**config.mk**
```make
export PLATFORM = sky130hd
export DESIGN_NAME = mm_operand_feeder
export DESIGN_NICKNAME = d
export VERILOG_FILES = /design/src/rtl/mm_pkg.sv /design/src/rtl/mm_skew_line.sv /design/src/rtl/mm_operand_feeder.sv
export SDC_FILE = /design/constraint.sdc
export NUM_CORES = 1
export LEC_CHECK = 0
export CAP_MARGIN = 30
export CORE_MARGIN = 3
export CORE_UTILIZATION = 58
export CTS_CLUSTER_SIZE = 12
export DETAILED_ROUTE_END_ITERATION = 8
export PLACE_DENSITY = 0.77
export REMOVE_ABC_BUFFERS = 1
export SYNTH_ARGS = -nofsm -noshare
export SYNTH_HDL_FRONTEND = slang
export SYNTH_HIERARCHICAL = 1
export SYNTH_SLANG_ARGS = --single-unit
```
**constraint.sdc**
```tcl
create_clock -name clk -period 9.8 [get_ports clk]
set_input_delay 0.98 -clock clk [delete_from_list [all_inputs] [get_ports clk]]
set_output_delay 0.98 -clock clk [all_outputs]
set_load 0.02 [all_outputs]
```
**src/rtl/mm_pkg.sv**
```systemverilog
// Package: mm_pkg
// Shared types and helpers for the matrix-multiply operand feeder.
//  state_t   : feeder FSM states (IDLE, LOAD_W, LOAD_X, FEED, DONE)
//  cnt_width : width of element/step counters, enough to hold N*N without wrapping
//  lane_lo   : low bit index of a DW-wide lane inside a packed lane vector
package mm_pkg;

  typedef enum logic [2:0] {
    IDLE,
    LOAD_W,
    LOAD_X,
    FEED,
    DONE
  } state_t;

  function automatic int cnt_width(input int n);
    return $clog2(n * n + 1);
  endfunction

  function automatic int lane_lo(input int lane, input int dw);
    return lane * dw;
  endfunction

endpackage

```
**src/rtl/mm_skew_line.sv**
```systemverilog
// Module: mm_skew_line
// Per-lane delay line of depth D used to skew operands into a systolic array.
// Contents are zeroed on reset and on clear so no stale operand leaks out.
// Ports:
//  clk    in  1   clock
//  rst_n  in  1   asynchronous active-low reset
//  clear  in  1   synchronous flush to zero
//  d      in  DW  lane input
//  q      out DW  lane input delayed by D cycles (D = 0 is a straight wire)
import mm_pkg::*;

module mm_skew_line #(
  parameter int DW = 4,
  parameter int D  = 1
) (
  input  logic          clk,
  input  logic          rst_n,
  input  logic          clear,
  input  logic [DW-1:0] d,
  output logic [DW-1:0] q
);

  if (D == 0) begin : g_pass
    // Lane 0 has no skew; the clock/reset pins are intentionally unused here.
    logic unused_ok;
    assign unused_ok = ^{clk, rst_n, clear};
    assign q = d;
  end else begin : g_pipe
    logic [DW-1:0] pipe [D];

    always_ff @(posedge clk or negedge rst_n) begin
      if (!rst_n) begin
        for (int s = 0; s < D; s++) pipe[s] <= '0;
      end else if (clear) begin
        for (int s = 0; s < D; s++) pipe[s] <= '0;
      end else begin
        pipe[0] <= d;
        for (int s = 1; s < D; s++) pipe[s] <= pipe[s-1];
      end
    end

    assign q = pipe[D-1];
  end

endmodule

```
**src/rtl/mm_operand_feeder.sv**
```systemverilog
// Module: mm_operand_feeder
// Operand buffer/sequencer for an N x N MAC array. Loads W (M x K) then X (K x P)
// row-major over a valid/ready stream, then streams column k of W and row k of X
// for k = 0..K-1, with per-MAC enable/clear and a completion flag.
// Optional feature macro: FEEDER_SKEW_EN (systolic skew: w lane i and x lane j are
// delayed i and j cycles, FEED lasts K + 2*(N-1) cycles). Undefined: all lanes aligned,
// FEED lasts K cycles.
// Ports:
//  clk, rst_n           clock, asynchronous active-low reset
//  clear                synchronous abort to IDLE, highest priority
//  start                latches row_w/col_w/col_x (M/K/P) in IDLE or DONE
//  in_valid/in_ready    element stream handshake, in_data carries the element
//  w_out, x_out         N lanes of DW bits each, lane 0 in the low bits
//  feed_vld             high during every FEED cycle
//  mac_en, mac_clr      per-MAC enable (bit i*N+j) and its complement
//  done, cfg_err        result-ready level, illegal-dimension pulse
import mm_pkg::*;

module mm_operand_feeder #(
  parameter int DW   = 4,
  parameter int N    = 3,
  parameter int DIMW = 2
) (
  input  logic            clk,
  input  logic            rst_n,
  input  logic            clear,
  input  logic            start,
  input  logic [DIMW-1:0] row_w,
  input  logic [DIMW-1:0] col_w,
  input  logic [DIMW-1:0] col_x,
  input  logic            in_valid,
  output logic            in_ready,
  input  logic [DW-1:0]   in_data,
  output logic [N*DW-1:0] w_out,
  output logic [N*DW-1:0] x_out,
  output logic            feed_vld,
  output logic [N*N-1:0]  mac_en,
  output logic [N*N-1:0]  mac_clr,
  output logic            done,
  output logic            cfg_err
);

  localparam int CW = cnt_width(N);
  localparam logic [CW-1:0]   ONE = CW'(1);
  localparam logic [DIMW-1:0] N_D = DIMW'(N);
`ifdef FEEDER_SKEW_EN
  localparam logic [CW-1:0] L_EXTRA = CW'(2 * (N - 1));
`else
  localparam logic [CW-1:0] L_EXTRA = '0;
`endif

  state_t            state;
  logic [DIMW-1:0]   m_r, k_r, p_r;
  logic [CW-1:0]     cnt, t;
  logic [DW-1:0]     w_mem  [N*N];
  logic [DW-1:0]     x_mem  [N*N];
  logic [DW-1:0]     x_view [N*N];
  logic [N*DW-1:0]   w_bc, x_bc, w_bc_nxt, x_bc_nxt;
  logic [N*N-1:0]    mask;
  logic [CW-1:0]     beats_w, beats_x, last_t, s_nxt;
  logic              start_ok, wr_w, wr_x;

  function automatic logic dim_ok(input logic [DIMW-1:0] v);
    return (v != '0) && (v <= N_D);
  endfunction

  assign start_ok = dim_ok(row_w) && dim_ok(col_w) && dim_ok(col_x);
  assign beats_w  = CW'(m_r) * CW'(k_r);
  assign beats_x  = CW'(k_r) * CW'(p_r);
  assign last_t   = CW'(k_r) + L_EXTRA - ONE;
  assign wr_w     = (state == LOAD_W) && in_valid && !clear;
  assign wr_x     = (state == LOAD_X) && in_valid && !clear;
  assign mac_clr  = ~mac_en;

  // Operand storage is linear: W(i,k) at i*K+k, X(k,j) at k*P+j. No reset needed.
  always_ff @(posedge clk) begin
    if (wr_w) w_mem[cnt] <= in_data;
    if (wr_x) x_mem[cnt] <= in_data;
  end

  // Step 0 is registered on the same edge that writes the last X element, which
  // may itself be needed (K = 1), so reads see the in-flight write.
  always_comb begin
    x_view = x_mem;
    if (wr_x) x_view[cnt] = in_data;
  end

  // Unskewed operands for the step that the output registers will hold next;
  // steps at or beyond K are zero so skew lines drain cleanly.
  always_comb begin
    s_nxt    = (state == FEED) ? t + ONE : '0;
    w_bc_nxt = '0;
    x_bc_nxt = '0;
    if (s_nxt < CW'(k_r)) begin
      for (int i = 0; i < N; i++) begin
        if (DIMW'(i) < m_r)
          w_bc_nxt[lane_lo(i, DW) +: DW] = w_mem[CW'(i) * CW'(k_r) + s_nxt];
        if (DIMW'(i) < p_r)
          x_bc_nxt[lane_lo(i, DW) +: DW] = x_view[s_nxt * CW'(p_r) + CW'(i)];
      end
    end
  end

  always_comb begin
    mask = '0;
    for (int i = 0; i < N; i++)
      for (int j = 0; j < N; j++)
        mask[i*N+j] = (DIMW'(i) < m_r) && (DIMW'(j) < p_r);
  end

  // Feeder FSM with registered outputs.
  always_ff @(posedge clk or negedge rst_n) begin
    if (!rst_n) begin
      state    <= IDLE;
      cnt      <= '0;
      t        <= '0;
      m_r      <= '0;
      k_r      <= '0;
      p_r      <= '0;
      in_ready <= 1'b0;
      feed_vld <= 1'b0;
      done     <= 1'b0;
      cfg_err  <= 1'b0;
      mac_en   <= '0;
      w_bc     <= '0;
      x_bc     <= '0;
    end else if (clear) begin
      state    <= IDLE;
      cnt      <= '0;
      t        <= '0;
      in_ready <= 1'b0;
      feed_vld <= 1'b0;
      done     <= 1'b0;
      cfg_err  <= 1'b0;
      mac_en   <= '0;
      w_bc     <= '0;
      x_bc     <= '0;
    end else begin
      cfg_err <= 1'b0;
      unique case (state)
        IDLE, DONE: begin
          if (start) begin
            if (start_ok) begin
              m_r      <= row_w;
              k_r      <= col_w;
              p_r      <= col_x;
              cnt      <= '0;
              state    <= LOAD_W;
              in_ready <= 1'b1;
              done     <= 1'b0;
              mac_en   <= '0;
            end else begin
              cfg_err <= 1'b1;
            end
          end
        end
        LOAD_W: begin
          if (in_valid) begin
            if (cnt == beats_w - ONE) begin
              cnt   <= '0;
              state <= LOAD_X;
            end else begin
              cnt <= cnt + ONE;
            end
          end
        end
        LOAD_X: begin
          if (in_valid) begin
            if (cnt == beats_x - ONE) begin
              cnt      <= '0;
              t        <= '0;
              state    <= FEED;
              in_ready <= 1'b0;
              feed_vld <= 1'b1;
              mac_en   <= mask;
              w_bc     <= w_bc_nxt;
              x_bc     <= x_bc_nxt;
            end else begin
              cnt <= cnt + ONE;
            end
          end
        end
        FEED: begin
          if (t == last_t) begin
            t        <= '0;
            state    <= DONE;
            feed_vld <= 1'b0;
            done     <= 1'b1;
            w_bc     <= '0;
            x_bc     <= '0;
          end else begin
            t    <= t + ONE;
            w_bc <= w_bc_nxt;
            x_bc <= x_bc_nxt;
          end
        end
        default: state <= IDLE;
      endcase
    end
  end

`ifdef FEEDER_SKEW_EN
  for (genvar g = 0; g < N; g++) begin : g_lane
    mm_skew_line #(.DW(DW), .D(g)) u_w_skew (
      .clk(clk), .rst_n(rst_n), .clear(clear),
      .d(w_bc[g*DW +: DW]), .q(w_out[g*DW +: DW])
    );
    mm_skew_line #(.DW(DW), .D(g)) u_x_skew (
      .clk(clk), .rst_n(rst_n), .clear(clear),
      .d(x_bc[g*DW +: DW]), .q(x_out[g*DW +: DW])
    );
  end
`else
  assign w_out = w_bc;
  assign x_out = x_bc;
`endif

endmodule

```
# Word-level counts from Yosys, hierarchy flattened
# Memories as Yosys holds them, arrays and structs flattened.
# Index checks and enable logic that the tools add are counted.
[word_totals] romBits=0 register_bits=90 ram_bits=36 output_inout_bits=46 latch_bits=0 memories=1
[mem_list] name="w_mem" depth=9 word_bits=4 read_ports=3 rd_ports_with_merged_regs=0 write_ports=1 line="mm_operand_feeder.sv:55" source="logic [DW-1:0] w_mem [N*N];"
[classes] shifts=0 div_mod_pow=0 n_mul=3 magnitude_cmp=15 add_sub_neg=9 reduce_logical=36 muxes=82 eq_ne=14 bitwise_logic=6
[ops] cell="$mux W12" n=10
[ops] cell="$mux W4" n=25
[ops] cell="$bmux W4 S4" n=3
[ops] cell="$pmux W12 S2" n=2
[ops] cell="$mux W9" n=5
[ops] cell="$bwmux W36" n=1
[ops] cell="$mux W36" n=1
[ops] cell="$mux W3" n=8
[ops] cell="$ge A5 B5 Y1 const B" n=4
[ops] cell="$not A4 Y5" n=4
[ops] cell="$logic_and A1 B1 Y1" n=19
[ops] cell="$mux W1" n=19
[ops] cell="$pmux W9 S2" n=1
[ops] cell="$demux W4 S4" n=1
[ops] cell="$add A4 B1 Y4 const B" n=3
[ops] cell="$eq A4 B4 Y1" n=3
[ops] cell="$ne A3 B3 Y1 const B" n=4
[ops] cell="$pmux W3 S4" n=1
[ops] cell="$pmux W4 S3" n=1
[ops] cell="$reduce_and A4 Y1" n=3
[ops] cell="$reduce_and A5 Y1" n=2
[ops] cell="$ne A3 B2 Y1 const B" n=3
[ops] cell="$not A9 Y9" n=1
[ops] cell="$reduce_bool A3 Y1" n=3
[ops] cell="25 further kinds" n=38

# Depth between registers and ports, before layout
[logic_depth] ltp_word=16 ltp_mapped=15 ltp_nobuf=12

# Worst setup path before layout
# OpenSTA, ideal clock, no wires.
[synth_path] path_type="reg-to-reg" from="reg t[0]" to="reg x_bc[10] (netlist: x_out[10])" period_less_slack_ns=3.836 path_slack_ns=5.964 required_ns=9.713 stages_incl_launch_ff=12 t_arrival_ns=3.749 cell_sequence="dfrtp_1 ha_1 and4b_1 clkbuf_1 clkbuf_1 nand2_1 fa_1 inv_1 ha_1 xnor3_1 or4_1 o211ai_1"
[synth_between] elab_chain_len=14
[synth_rtl] item="from (decl)" line="mm_operand_feeder.sv:54" source="logic [CW-1:0] cnt, t;"
[synth_rtl] item="from (signal assigned)" line="mm_operand_feeder.sv:192" source="t <= t + ONE;"
[synth_rtl] item="$add A4 B1 Y4" line="mm_operand_feeder.sv:91" source="s_nxt = (state == FEED) ? t + ONE : '0;"
[synth_rtl] item="$mux W4" line="mm_operand_feeder.sv:91"
[synth_rtl] item="$mul A4 B2 Y4" line="mm_operand_feeder.sv:99" source="x_bc_nxt[lane_lo(i, DW) +: DW] = x_view[s_nxt * CW'(p_r) + CW'(i)];"
[synth_rtl] item="$add A4 B2 Y4" line="mm_operand_feeder.sv:99"
[synth_rtl] item="$not A4 Y5 (implied by the code)" line="mm_operand_feeder.sv:99"
[synth_rtl] item="$bmux W4 S4" line="mm_operand_feeder.sv:99"
[synth_rtl] item="$mux W4 (implied by the code) (2 in a row)" line="mm_operand_feeder.sv:99"
[synth_rtl] item="$mux W4" line="mm_operand_feeder.sv:98" source="if (DIMW'(i) < p_r)"
[synth_rtl] item="$mux W12" line="mm_operand_feeder.sv:94" source="if (s_nxt < CW'(k_r)) begin"
[synth_rtl] item="$mux W12" line="mm_operand_feeder.sv:169" source="if (cnt == beats_x - ONE) begin"
[synth_rtl] item="$mux W12" line="mm_operand_feeder.sv:168" source="if (in_valid) begin"
[synth_rtl] item="$pmux W12 S2 *" line="mm_operand_feeder.sv:140" source="unique case (state)"
[synth_rtl] item="$mux W12 *" line="mm_operand_feeder.sv:127" source="end else if (clear) begin"
[synth_rtl] item="to (signal assigned)" line="mm_operand_feeder.sv:177" source="x_bc <= x_bc_nxt;"
[synth_rtl] item="to (signal assigned)" line="mm_operand_feeder.sv:194" source="x_bc <= x_bc_nxt;"
[synth_rtl] item="to (decl)" line="mm_operand_feeder.sv:58" source="logic [N*DW-1:0] w_bc, x_bc, w_bc_nxt, x_bc_nxt;"
# Mark *: on every way between the ends. The rest lies on a longest branch, timed or not. The select of a mux whose other input is x is not followed.
# A chain may end at the register's enable or synchronous reset.

# Worst setup path in the final report
[layout_path] from="reg state[0]" to="reg x_bc[6] (netlist: x_out[6])"
[layout_between] elab_chain_len=14
[layout_rtl] item="from (decl)" line="mm_operand_feeder.sv:52" source="state_t state;"
[layout_rtl] item="from (signal assigned)" line="mm_operand_feeder.sv:114" source="state <= IDLE;"
[layout_rtl] item="from (signal assigned)" line="mm_operand_feeder.sv:128" source="state <= IDLE;"
[layout_rtl] item="from (signal assigned)" line="mm_operand_feeder.sv:148" source="state <= LOAD_W;"
[layout_rtl] item="$eq A3 B2 Y1" line="mm_operand_feeder.sv:91, mm_operand_feeder.sv:140"
[layout_rtl] item="$mux W4" line="mm_operand_feeder.sv:91"
[layout_rtl] item="$mul A4 B2 Y4" line="mm_operand_feeder.sv:99"
[layout_rtl] item="$add A4 B1 Y4" line="mm_operand_feeder.sv:99"
[layout_rtl] item="$not A4 Y5 (implied by the code)" line="mm_operand_feeder.sv:99"
[layout_rtl] item="$bmux W4 S4" line="mm_operand_feeder.sv:99"
[layout_rtl] item="$mux W4 (implied by the code) (2 in a row)" line="mm_operand_feeder.sv:99"
[layout_rtl] item="$mux W4" line="mm_operand_feeder.sv:98"
[layout_rtl] item="$mux W12" line="mm_operand_feeder.sv:94"
[layout_rtl] item="$mux W12" line="mm_operand_feeder.sv:169"
[layout_rtl] item="$mux W12" line="mm_operand_feeder.sv:168"
[layout_rtl] item="$pmux W12 S2" line="mm_operand_feeder.sv:140"
[layout_rtl] item="$mux W12" line="mm_operand_feeder.sv:127"
# Parallel ways exist; a longest one is shown, timed or not. The select of a mux whose other input is x is not followed.

==> flow_summary.yaml <==
power_and_ir_drop:
  max-vdd-ir-drop_mv: 0.113
  power_leakage_nw: 3.41
  p_per_area_nw_per_um2: 240
  fin_total_pwr_mw: 2.15
sta:
  fin_crit_ns: 5.45
  hold_viol: 0
  rsz0062_at_grt: "false"
  worst_pin_slew_ns: 1.11
  clock_skew_ns: 0.00544
  drv_slew: 0
  slew_headroom: 0.257
  fmaxAchievable_mhz: 183
  layout_setup_ws_ns: 4.35
  tns_ns: 0
  setup_viol: 0
  min_period_over_period: 0.556
logic_synthesis:
  synth.distinct_cells: 72
  synth-edff-count: 36
  synth_area_um2: 7740
  synth_area_leaders: "dfrtp_1 (17%), edfxtp_1 (14%), dfxtp_1 (9.3%)"
  yosysWarnings: 6
  ys_seq_elements: 126
  netlist_instances: 748
  avgSynthCellArea_um2: 10.3
  yosysTopAreaCellShare: 0.175
  synth.largest_area_cell: "dfrtp_1"
  ys_seq_area_frac: 0.407
  async_flop_share: 0.429
  synth_flop_cell: "dfrtp_1"
critical_path:
  regToRegStartpoint: "state[0]$_DFFE_PN0P_"
  crit_path_max_fanout: 28
  critPathCaptureType: "flip-flop"
  rrSetupSlack_ns: 4.35
  r2r-end: "x_out[6]$_DFFE_PN0P_"
  start_kind: "flip-flop"
  cp.required_ns: 10.11
  arrival_ns: 5.76
  crit_type: "reg -> reg"
  worst-r2r-cell-count: 11
cts:
  cts_buffers: 17
  clock_latency_ns: 0.42
  root_buffer: "clkbuf_16"
  postCtsSetupRepairBufs: 0
  h-tree-depth: 4
  hold_buffers: 0
  clock_path_buffers: 2
  post_cts.resized_instances: 0
  clock_sinks: 126
  clk_pin_slew_ns: 0.06
  tritoncts: "done"
grt:
  grt_pass1_vias: 6450
  grt_pass1_wl_mm: 33.7
  antenna_found_initial: 0
  grt_max_degree: 55
  grt_usage: 0.297
  gr-total-overflow: 0
drt:
  drt_iter0_drc: 593
  viasPerCell: 6.66
  vias: 6430
  ant_nets: 0
  drcViolationCount: 0
  first_pass_iters: 7
  wl_per_cell_um: 21.9
  wl_mm: 21.1
die:
  core_area_um2: 12800
  pin_count: 61
  dieArea_um2: 14800
  dieHeight_um: 122
  die_x_um: 122
  start_util: 0.603
  row_count: 41
cells_and_area:
  nFillCells: 953
  antenna_cells: 0
  final_common_cell: "nand2_1"
  drive_gt1_frac: 0.139
  layout_common_cells: "nand2_1 (62), clkdlybuf4s50_1 (59), dfrtp_1 (54), inv_1 (49), mux2_2 (40)"
  num-nets-final: 814
  fin_cells: 965
  syn2layout_area_growth_pct: 15.9
worst_hold_path:
  min_path_type: "reg -> reg"
  worstHoldPathCells: 2
  worstHoldStart: "w_out[3]$_DFFE_PN0P_"
  min_to: "w_out[3]$_DFFE_PN0P_"
placement:
  post-place-ws_ns: 4.59
  post-dp-hpwl_mm: 15.0
  io_buffers: 60
  place_congestion: 0.896
  placed_cells: 932
run_status:
  status: "complete, no violations"
job:
  max_cap_viol_count: 0
## cell usage after synthesis (4+ instances only)
master	number
nor2b_1	6
xor2_1	7
nand4_1	6
nor4bb_1	5
inv_1	49
fa_1	4
o311ai_0	6
nand4bb_1	5
a21oi_1	25
a32o_1	8
mux4_2	20
dfxtp_1	36
o311a_1	8
a221o_1	4
mux2_2	40
ha_1	15
clkbuf_1	30
nand3_1	17
dfrtp_1	54
or3_1	18
o22ai_1	4
nand2_1	62
inv_2	4
nor3_1	32
o221ai_1	4
a311oi_1	18
buf_2	19
o21ai_1	11
mux2i_1	37
and2_1	10
xnor2_1	14
o21ai_0	12
a2111oi_0	4
a22o_1	4
and3_1	7
a211oi_1	5
o211ai_1	5
edfxtp_1	36
o31a_1	4
nor2_1	31
mux2_1	6
## report_power, final
group,internal (mW),switching [mW]
Clock,0.376,0.246
Sequential,0.594,0.107
Combinational,0.370,0.456
## registers in the layout, indices dropped and copies added, names as in the netlist
register	cells
x_out	12
done	1
x_mem	36
state	3
w_mem	36
p_r	2
in_ready	1
cnt	4
feed_vld	1
w_out	12
cfg_err	1
t	4
m_r	2
k_r	2
mac_en	9
## cell families after synthesis
logic type	after synthesis	synth area share
simple gates	231	0.164
compound gates	138	0.133
flops	126	0.407
buf+inv	107	0.0561
mux	103	0.173
xor+xnor	23	0.0302
fa+ha+maj	20	0.0359
## stage by stage
stage | cell area [um^2] | util | hold slack (ns)
floorplan | 7500 | - | 0.456
global placement | 8350 | 0.651 | 0.471
detailed placement | 8370 | 0.652 | 0.486
CTS | 8960 | 0.698 | 0.498
global route | 8970 | 0.700 | 0.525
finish | 8970 | 0.700 | 0.491
## how the worst max path moves through the flow
| stage | from | endpoint | slack, ns | cells past startpoint |
|---|---|---|---|---|
| after global routing | state[0]$_DFFE_PN0P_ | x_out[5]$_DFFE_PN0P_ | 4.06 | 11 |
| after floorplan | state[0]$_DFFE_PN0P_ | x_out[10]$_DFFE_PN0P_ | 5.19 | 10 |
| after CTS | state[0]$_DFFE_PN0P_ | x_out[6]$_DFFE_PN0P_ | 4.53 | 11 |
| final | state[0]$_DFFE_PN0P_ | x_out[6]$_DFFE_PN0P_ | 4.35 | 11 |
| after global placement | state[0]$_DFFE_PN0P_ | x_out[7]$_DFFE_PN0P_ | 4.73 | 12 |
| after detailed placement | state[0]$_DFFE_PN0P_ | x_out[5]$_DFFE_PN0P_ | 4.59 | 11 |
## routing by layer
metal | up-vias | track usage | part of all wire
met1 | 3123 | 0.374 | 0.39
met4 | 0 | 0.134 | 0.037
met2 | 350 | 0.487 | 0.48
met3 | 72 | 0.0713 | 0.092
met5 | - | 0 | 0
li1 | 2885 | - | -
## final cells by class
cell class	instances	area, um^2	area share
multi-input cells	515	4150	0.463
flip-flops and latches	126	3150	0.351
repair buffers	67	663	0.0739
clock buffers	17	425	0.0474
well taps	172	215	0.0240
inverters	53	199	0.0222
clock inverters	15	165	0.0184
## worst max-delay path, cell delays in order, from the launching register on
cell       delay [ns]
dfrtp_1          0.84
and4bb_1         0.30
buf_4            0.31
nand2_1          0.57
inv_2            0.47
nand3_1          0.16
fa_1             0.54
xnor2_1          0.79
nor3_1           0.21
a2111oi_0        0.56
o221ai_1         0.24
a32o_1           0.30
(Power assumes the default switching activity.)
